**src/rtl/fib_index_decoder.sv**
```systemverilog
// Classifies a WIDTH-bit value as a Fibonacci number, walking the sequence one term per clock.
// Optional continuity checker on hit indices is enabled with `define FIB_SEQ_CHECK_EN.
module fib_index_decoder #(
  parameter int unsigned WIDTH     = 12,
  parameter int unsigned IDX_W     = 5,
  parameter int unsigned MAX_INDEX = 14
) (
  input  logic             clk,
  input  logic             rst_n,
  input  logic             in_valid,
  output logic             in_ready,
  input  logic [WIDTH-1:0] in_value,
  output logic             out_valid,
  input  logic             out_ready,
  output logic             out_hit,
  output logic [IDX_W-1:0] out_index,
  output logic             seq_err
);

  typedef enum logic [1:0] {
    ST_IDLE,
    ST_SEARCH,
    ST_DONE
  } state_t;

  localparam logic [IDX_W-1:0] MAX_IDX = IDX_W'(MAX_INDEX);

  state_t r_state, w_state_nx;

  // One extra bit on a/b so the term after F(MAX_INDEX) never wraps.
  logic [WIDTH:0]   r_a, r_b, w_a_nx, w_b_nx;
  logic [IDX_W-1:0] r_idx, w_idx_nx;
  logic [WIDTH-1:0] r_target, w_target_nx;
  logic             r_hit, w_hit_nx;
  logic [IDX_W-1:0] r_index, w_index_nx;
  logic [WIDTH:0]   w_target_ext;

  assign w_target_ext = {1'b0, r_target};

  always_ff @(posedge clk or negedge rst_n) begin
    if (!rst_n) begin
      r_state <= ST_IDLE;
    end else begin
      r_state <= w_state_nx;
    end
  end

  always_comb begin
    w_state_nx  = r_state;
    w_a_nx      = r_a;
    w_b_nx      = r_b;
    w_idx_nx    = r_idx;
    w_target_nx = r_target;
    w_hit_nx    = r_hit;
    w_index_nx  = r_index;
    case (r_state)
      ST_IDLE: begin
        if (in_valid) begin
          w_target_nx = in_value;
          w_a_nx      = '0;
          w_b_nx      = (WIDTH+1)'(1);
          w_idx_nx    = '0;
          w_state_nx  = ST_SEARCH;
        end
      end
      ST_SEARCH: begin
        if (r_a == w_target_ext) begin
          w_hit_nx   = 1'b1;
          w_index_nx = r_idx;
          w_state_nx = ST_DONE;
        end else if (r_a > w_target_ext) begin
          w_hit_nx   = 1'b0;
          w_index_nx = r_idx;
          w_state_nx = ST_DONE;
        end else if (r_idx == MAX_IDX) begin
          w_hit_nx   = 1'b0;
          w_index_nx = MAX_IDX;
          w_state_nx = ST_DONE;
        end else begin
          w_a_nx   = r_b;
          w_b_nx   = r_a + r_b;
          w_idx_nx = r_idx + IDX_W'(1);
        end
      end
      ST_DONE: begin
        if (out_ready) begin
          w_state_nx = ST_IDLE;
        end
      end
      default: w_state_nx = ST_IDLE;
    endcase
  end

  always_ff @(posedge clk or negedge rst_n) begin
    if (!rst_n) begin
      r_a      <= '0;
      r_b      <= (WIDTH+1)'(1);
      r_idx    <= '0;
      r_target <= '0;
      r_hit    <= 1'b0;
      r_index  <= '0;
    end else begin
      r_a      <= w_a_nx;
      r_b      <= w_b_nx;
      r_idx    <= w_idx_nx;
      r_target <= w_target_nx;
      r_hit    <= w_hit_nx;
      r_index  <= w_index_nx;
    end
  end

  assign in_ready  = (r_state == ST_IDLE);
  assign out_valid = (r_state == ST_DONE);
  assign out_hit   = r_hit;
  assign out_index = r_index;

`ifdef FIB_SEQ_CHECK_EN
  logic [IDX_W-1:0] r_last_idx;
  logic             r_have_last;
  logic             r_seq_err;
  logic             w_xfer;
  logic [IDX_W-1:0] w_exp_idx;
  logic             w_dup_one;

  assign w_xfer    = out_valid && out_ready;
  assign w_exp_idx = (r_last_idx == MAX_IDX) ? '0 : r_last_idx + IDX_W'(1);
  // A repeated index 1 straight after index 1 is the second 1 of the sequence,
  // so it is legal and is recorded as index 2 to keep the next expectation right.
  assign w_dup_one = r_have_last && (r_last_idx == IDX_W'(1)) && (r_index == IDX_W'(1));

  always_ff @(posedge clk or negedge rst_n) begin
    if (!rst_n) begin
      r_last_idx  <= '0;
      r_have_last <= 1'b0;
      r_seq_err   <= 1'b0;
    end else if (w_xfer) begin
      if (!r_hit) begin
        r_seq_err <= 1'b1;
      end else begin
        if (r_have_last && !w_dup_one && (r_index != w_exp_idx)) begin
          r_seq_err <= 1'b1;
        end
        r_last_idx  <= w_dup_one ? IDX_W'(2) : r_index;
        r_have_last <= 1'b1;
      end
    end
  end

  assign seq_err = r_seq_err;
`else
  assign seq_err = 1'b0;
`endif

endmodule

```
**config.mk**
```make
export PLATFORM = sky130hd
export DESIGN_NAME = fib_index_decoder
export DESIGN_NICKNAME = d
export VERILOG_FILES = /design/src/rtl/fib_index_decoder.sv
export SDC_FILE = /design/constraint.sdc
export NUM_CORES = 1
export LEC_CHECK = 0
export CAP_MARGIN = 15
export CORE_MARGIN = 2
export CORE_UTILIZATION = 58
export DETAILED_ROUTE_END_ITERATION = 8
export MAX_ROUTING_LAYER = met4
export PLACE_DENSITY_LB_ADDON = 0.3
export SLEW_MARGIN = 20
export SYNTH_ARGS = -nofsm -noshare
export SYNTH_HDL_FRONTEND = slang
export SYNTH_SLANG_ARGS = --single-unit
```
**constraint.sdc**
```tcl
create_clock -name clk -period 2.6 [get_ports clk]
set_input_delay 0.78 -clock clk [delete_from_list [all_inputs] [get_ports clk]]
set_output_delay 0.78 -clock clk [all_outputs]
set_load 0.1 [all_outputs]
```
Yosys cells after proc, flatten, opt, wreduce, memory -nomap -nowiden

Cells that the tools add are included.

Register bits: 51
Input port bits: 16
Output and inout port bits: 9

$add $sub $neg: 2
Order comparisons: 1
Eq/ne operators: 10
Mux-type cells: 27
Reduce and logical (&&, ||, !) cells: 7

Operator list:

| kind                | count |
|---|---|
| $mux 13             | 8 |
| $pmux 13 s2         | 2 |
| $mux 5              | 7 |
| $add 13x13->13      | 1 |
| $eq 13x12->1        | 1 |
| $gt 13x12->1        | 1 |
| $mux 2              | 5 |
| $pmux 5 s2          | 1 |
| $ne 2x2->1 const B  | 4 |
| $pmux 2 s3          | 1 |
| $add 5x1->5 const B | 1 |
| $eq 5x4->1 const B  | 1 |
| $reduce_and 5->1    | 1 |
| $ne 4x4->1 const B  | 1 |
| $reduce_and 2->1    | 2 |
| $mux 1              | 3 |
| $reduce_and 3->1    | 1 |
| $reduce_bool 3->1   | 1 |
| $eq 2x1->1 const B  | 1 |
| $eq 2x2->1 const B  | 1 |
| $logic_not 2->1     | 1 |
| $ne 2x1->1 const B  | 1 |
| $reduce_bool 2->1   | 1 |

Logic depth before layout (Yosys ltp)

Depth after elaboration: 5
Depth in mapped cells: 10
Mapped depth without buffers: 9

Worst setup path before layout

OpenSTA, ideal clock, no wires.

Kind: reg-to-reg
From: register r_state[0]
To: register r_b[3]
Setup time: 0.134 ns
Arrival time: 2.698 ns
Slack: -0.231 ns
Cell stages (with the launch flop): 7
Clock period less this slack: 2.831 ns
Path through: dfrtp_1 nor2_1 nand2_1 clkbuf_1 buf_1 nand3_1 o41ai_2

Word-level cells in the longest chain between the ends: 3

Ends and longest elaborated chain:

| what                                                             | line | RTL |
|---|---|---|
| start: declaration                                               | 28   | `state_t r_state, w_state_nx;` |
| start signal: assignment                                         | 44   | `r_state <= w_state_nx;` |
| $logic_not 2->1 (*)                                              | -    |  |
| via in_ready                                                     | 11   | `output logic in_ready,` |
| $ne 2x2->1 (no line) / $reduce_bool 2->1 (equally long branches) | -    |  |
| $reduce_and 5->1 (no line)                                       | -    |  |
| end signal: assignment                                           | 97   | `r_b <= (WIDTH+1)'(1);` |
| end signal: assignment                                           | 104  | `r_b <= w_b_nx;` |
| end: declaration                                                 | 31   | `logic [WIDTH:0] r_a, r_b, w_a_nx, w_b_nx;` |

The timed path passes the listed nets; every way through them passes the cells marked *.
A chain may end at the register's enable or synchronous reset.

Final worst setup path

From: register r_b[0]
To: register r_b[12]

Word-level cells in the longest chain between the ends: 5

Ends and longest elaborated chain:

| what           | line | RTL |
|---|---|---|
| $add 13x13->13 | 81   | `w_b_nx = r_a + r_b;` |
| $mux 13        | 75   | `end else if (r_idx == MAX_IDX) begin` |
| $mux 13        | 71   | `end else if (r_a > w_target_ext) begin` |
| $mux 13        | 67   | `if (r_a == w_target_ext) begin` |
| $pmux 13 s2    | 56   | `case (r_state)` |

No other way between the ends. The select of a mux whose other input is x is not followed.

==> results_dict.tcl <==
set metrics [dict create \
    layout.nets 367 \
    total_leakage_power_nw 1.61 \
    cp-start-kind "register" \
    path_buf_inv 1 \
    cts_made_buffers 5 \
    irDropWorstVdd_v 0.000629 \
    wl_met1_um 2650 \
    drc 0 \
    drv_slew 0 \
    synth_edf_count 0 \
    h-tree-depth 2 \
    diodes 0 \
    firstDrtPassIters 4 \
    slew_headroom 0.575 \
    max_stage_delay_ns 0.54 \
    synthesis.nets 344 \
    drive_gt1_frac 0.139 \
    min_period_over_period 0.902 \
    clkSinkCount 51 \
    switching_power_mw 1.57 \
    wirelength_um 5550 \
    cts_hold_buffers 0 \
    synth-warning-count 0 \
    rows 26 \
    ys_types 57 \
    synth_common_cells "dfrtp_1, inv_1, nand3_1, o21ai_0, ha_1" \
    die_w_um 75.9 \
    num_vias 2197 \
    p_seq_frac 0.352 \
    core-area_sq_um 5040 \
    root_buffer "clkbuf_8" \
    ys_seq_area_frac 0.426 \
    critPathKind "register to register" \
    grt_max_degree 52 \
    hp-class "register to register" \
    fin_skew_ns 0.00444 \
    reg2regPathDepth 9 \
    internal_power_mw 1.99 \
    drt.antenna.violating_nets 0 \
    met3WireLength_um 155 \
    status "complete, no violations" \
    grt_first_pass_wirelength_um 10200 \
    die_h_um 75.9 \
    clk_path_buf_depth 2 \
    dieArea_sq_um 5760 \
    power_density_nw_per_um2 1050 \
    worstPathArrival_ns 2.57 \
    initial_utilization 0.595 \
    antenna_found_initial 0 \
    clkPwrFrac 0.149 \
    routed_via_density 5.58 \
    synth_top_area_cell "dfrtp_1" \
    ys_ff_latch 51 \
    postCtsSetupBuffers 0 \
    tns_ns 0 \
    crit_chain "ha_1, inv_1, fa_1, nand2b_1, a21oi_1, o2111a_1, o21ai_0, a21o_1, a31oi_1" \
    cts_resized 0 \
    fill_cells 394 \
    p_comb_frac 0.499 \
    synth-async-reset-ratio 1.00 \
    fin_util 0.672 \
    gr-total-overflow 0 \
    worstMarginPinSlew_ns 0.638 \
    cp_top_family "compound AO/OA/AOI/OAI gates" \
    end_kind "register" \
    synth-main-ff-cell "dfrtp_1" \
    port-buffer-count 23 \
    synthCells 301 \
    whs_path_depth 2 \
    clk_latency_ns 0.30 \
    syn_avg_cell_area_sq_um 9.97 \
    setup_viol 0 \
    synth_most_common_cell "dfrtp_1" \
    top_layer "met4" \
    hold_viol 0 \
    cp.depth 9 \
    wl_met2_um 2610 \
    p_sw_frac 0.441 \
    required_ns 2.83 \
    rsz0062_at_grt "false" \
    clkSlewWorstSetupHoldPaths_ns 0.09 \
    grt_pass1_vias 2228 \
    synth_top_area_share 0.417 \
    maxCapViolations 0 \
    io_pins 25 \
    syn-cell-area_sq_um 3000 \
    gp_congestion 0.862 \
    cts_tree "built" \
    hpwl_um 4110 \
    wl_per_cell_um 14.1 \
    path_max_fanout 3 \
    synth.area.top_cells "dfrtp_1, ha_1, mux2_2, nand3_1, o21ai_0" \
    min_period_ns 2.35 \
    areaGrowthSynthToFinish_pct 12.9 \
    track_usage 0.222 \
    cpMaxStageDelayCell "dfstp_2" \
    max_freq_ghz 0.426 \
    power_mw 3.55 \
    drtIter0Drc 149 \
]
-- worst min-delay path, cell delays in order (launching register included) --
cell and delay (ns):
dfstp_2 0.38, inv_1 0.06, a31oi_1 0.07
-- layout by cell type (no fill, tap or decap), types with 3 or more instances in the layout --
cell              n
clkbuf_8          5
mux2_2           13
a22o_1            5
nand2_1           9
a21o_1            6
ha_1             26
o21ai_0          27
dfrtp_1          50
clkdlybuf4s50_1  14
o21ai_1           7
nand2b_1          6
a211oi_1          4
inv_1            31
o22a_1            3
xnor2_1           4
nand3_1          28
a21oi_1          12
nor2_1            9
o31ai_1           4
xor2_1            5
buf_4            11
a31oi_1           3
-- layout make-up --
class / instances / area, sq um / share of cell area
inverter: 32 / 120 / 0.0355
clock buffer: 6 / 72.6 / 0.0214
timing repair buffer: 27 / 248 / 0.0731
sequential: 51 / 1280 / 0.377
multi-input combinational: 207 / 1550 / 0.458
clock inverter: 1 / 30.0 / 0.00887
tap: 70 / 87.6 / 0.0259
-- per-stage QoR --
step	setup WS, ns	instances	cell area, sq um	hold WS [ns]
final	0.254	394	3390	0.495
after global routing	0.0499	394	3390	0.523
after CTS	0.256	394	3390	0.494
after detailed placement	0.281	387	3280	0.482
after global placement	0.354	387	3280	0.467
after floorplan	0.332	301	3000	0.451
-- routing by layer --
layer  up-vias  track usage
li1       1118            -
met1      1034        0.288
met2        34        0.355
met3        11       0.0310
met4         0       0.0873
met5         -            -
-- power by group through the flow --
stage / logic [mW] / clock network (mW) / registers [mW]
floorplan: 1.21 / 0 / 1.43
global placement: 1.74 / 0 / 1.25
detailed placement: 1.78 / 0 / 1.27
CTS: 1.79 / 0.543 / 1.25
global route: 1.98 / 0.578 / 1.29
finish: 1.77 / 0.528 / 1.25
-- worst paths after layout --
kind,from,end,slack (ns)
max,r_b[0],r_b[12],0.25
min,r_b[0],r_b[0],0.50
max reg2reg,r_b[0],r_b[12],0.25
min reg2reg,r_b[0],r_b[0],0.50
max in group asynchronous,rst_n,r_a[1],1.59
min in group asynchronous,rst_n,r_a[9],0.58
-- logic make-up (layout without fill, tap and decap cells) --
kind of cell,after synthesis,after routing,share of synthesized area
mux,15,15,0.0571
flops,51,51,0.426
fa+ha+maj,27,27,0.115
simple gates,69,69,0.128
compound gates,86,86,0.189
xor+xnor,9,9,0.0263
other cells,1,1,0.00125
buf+inv,43,66,0.0580
-- registers in the layout, indices dropped and copies added (netlist names) --
| register | cells |
|---|---|
| r_b | 13 |
| r_idx | 5 |
| r_target | 12 |
| r_state | 2 |
| out_index | 5 |
| r_a | 13 |
| out_hit | 1 |
Power figures use the tool's default switching activity.
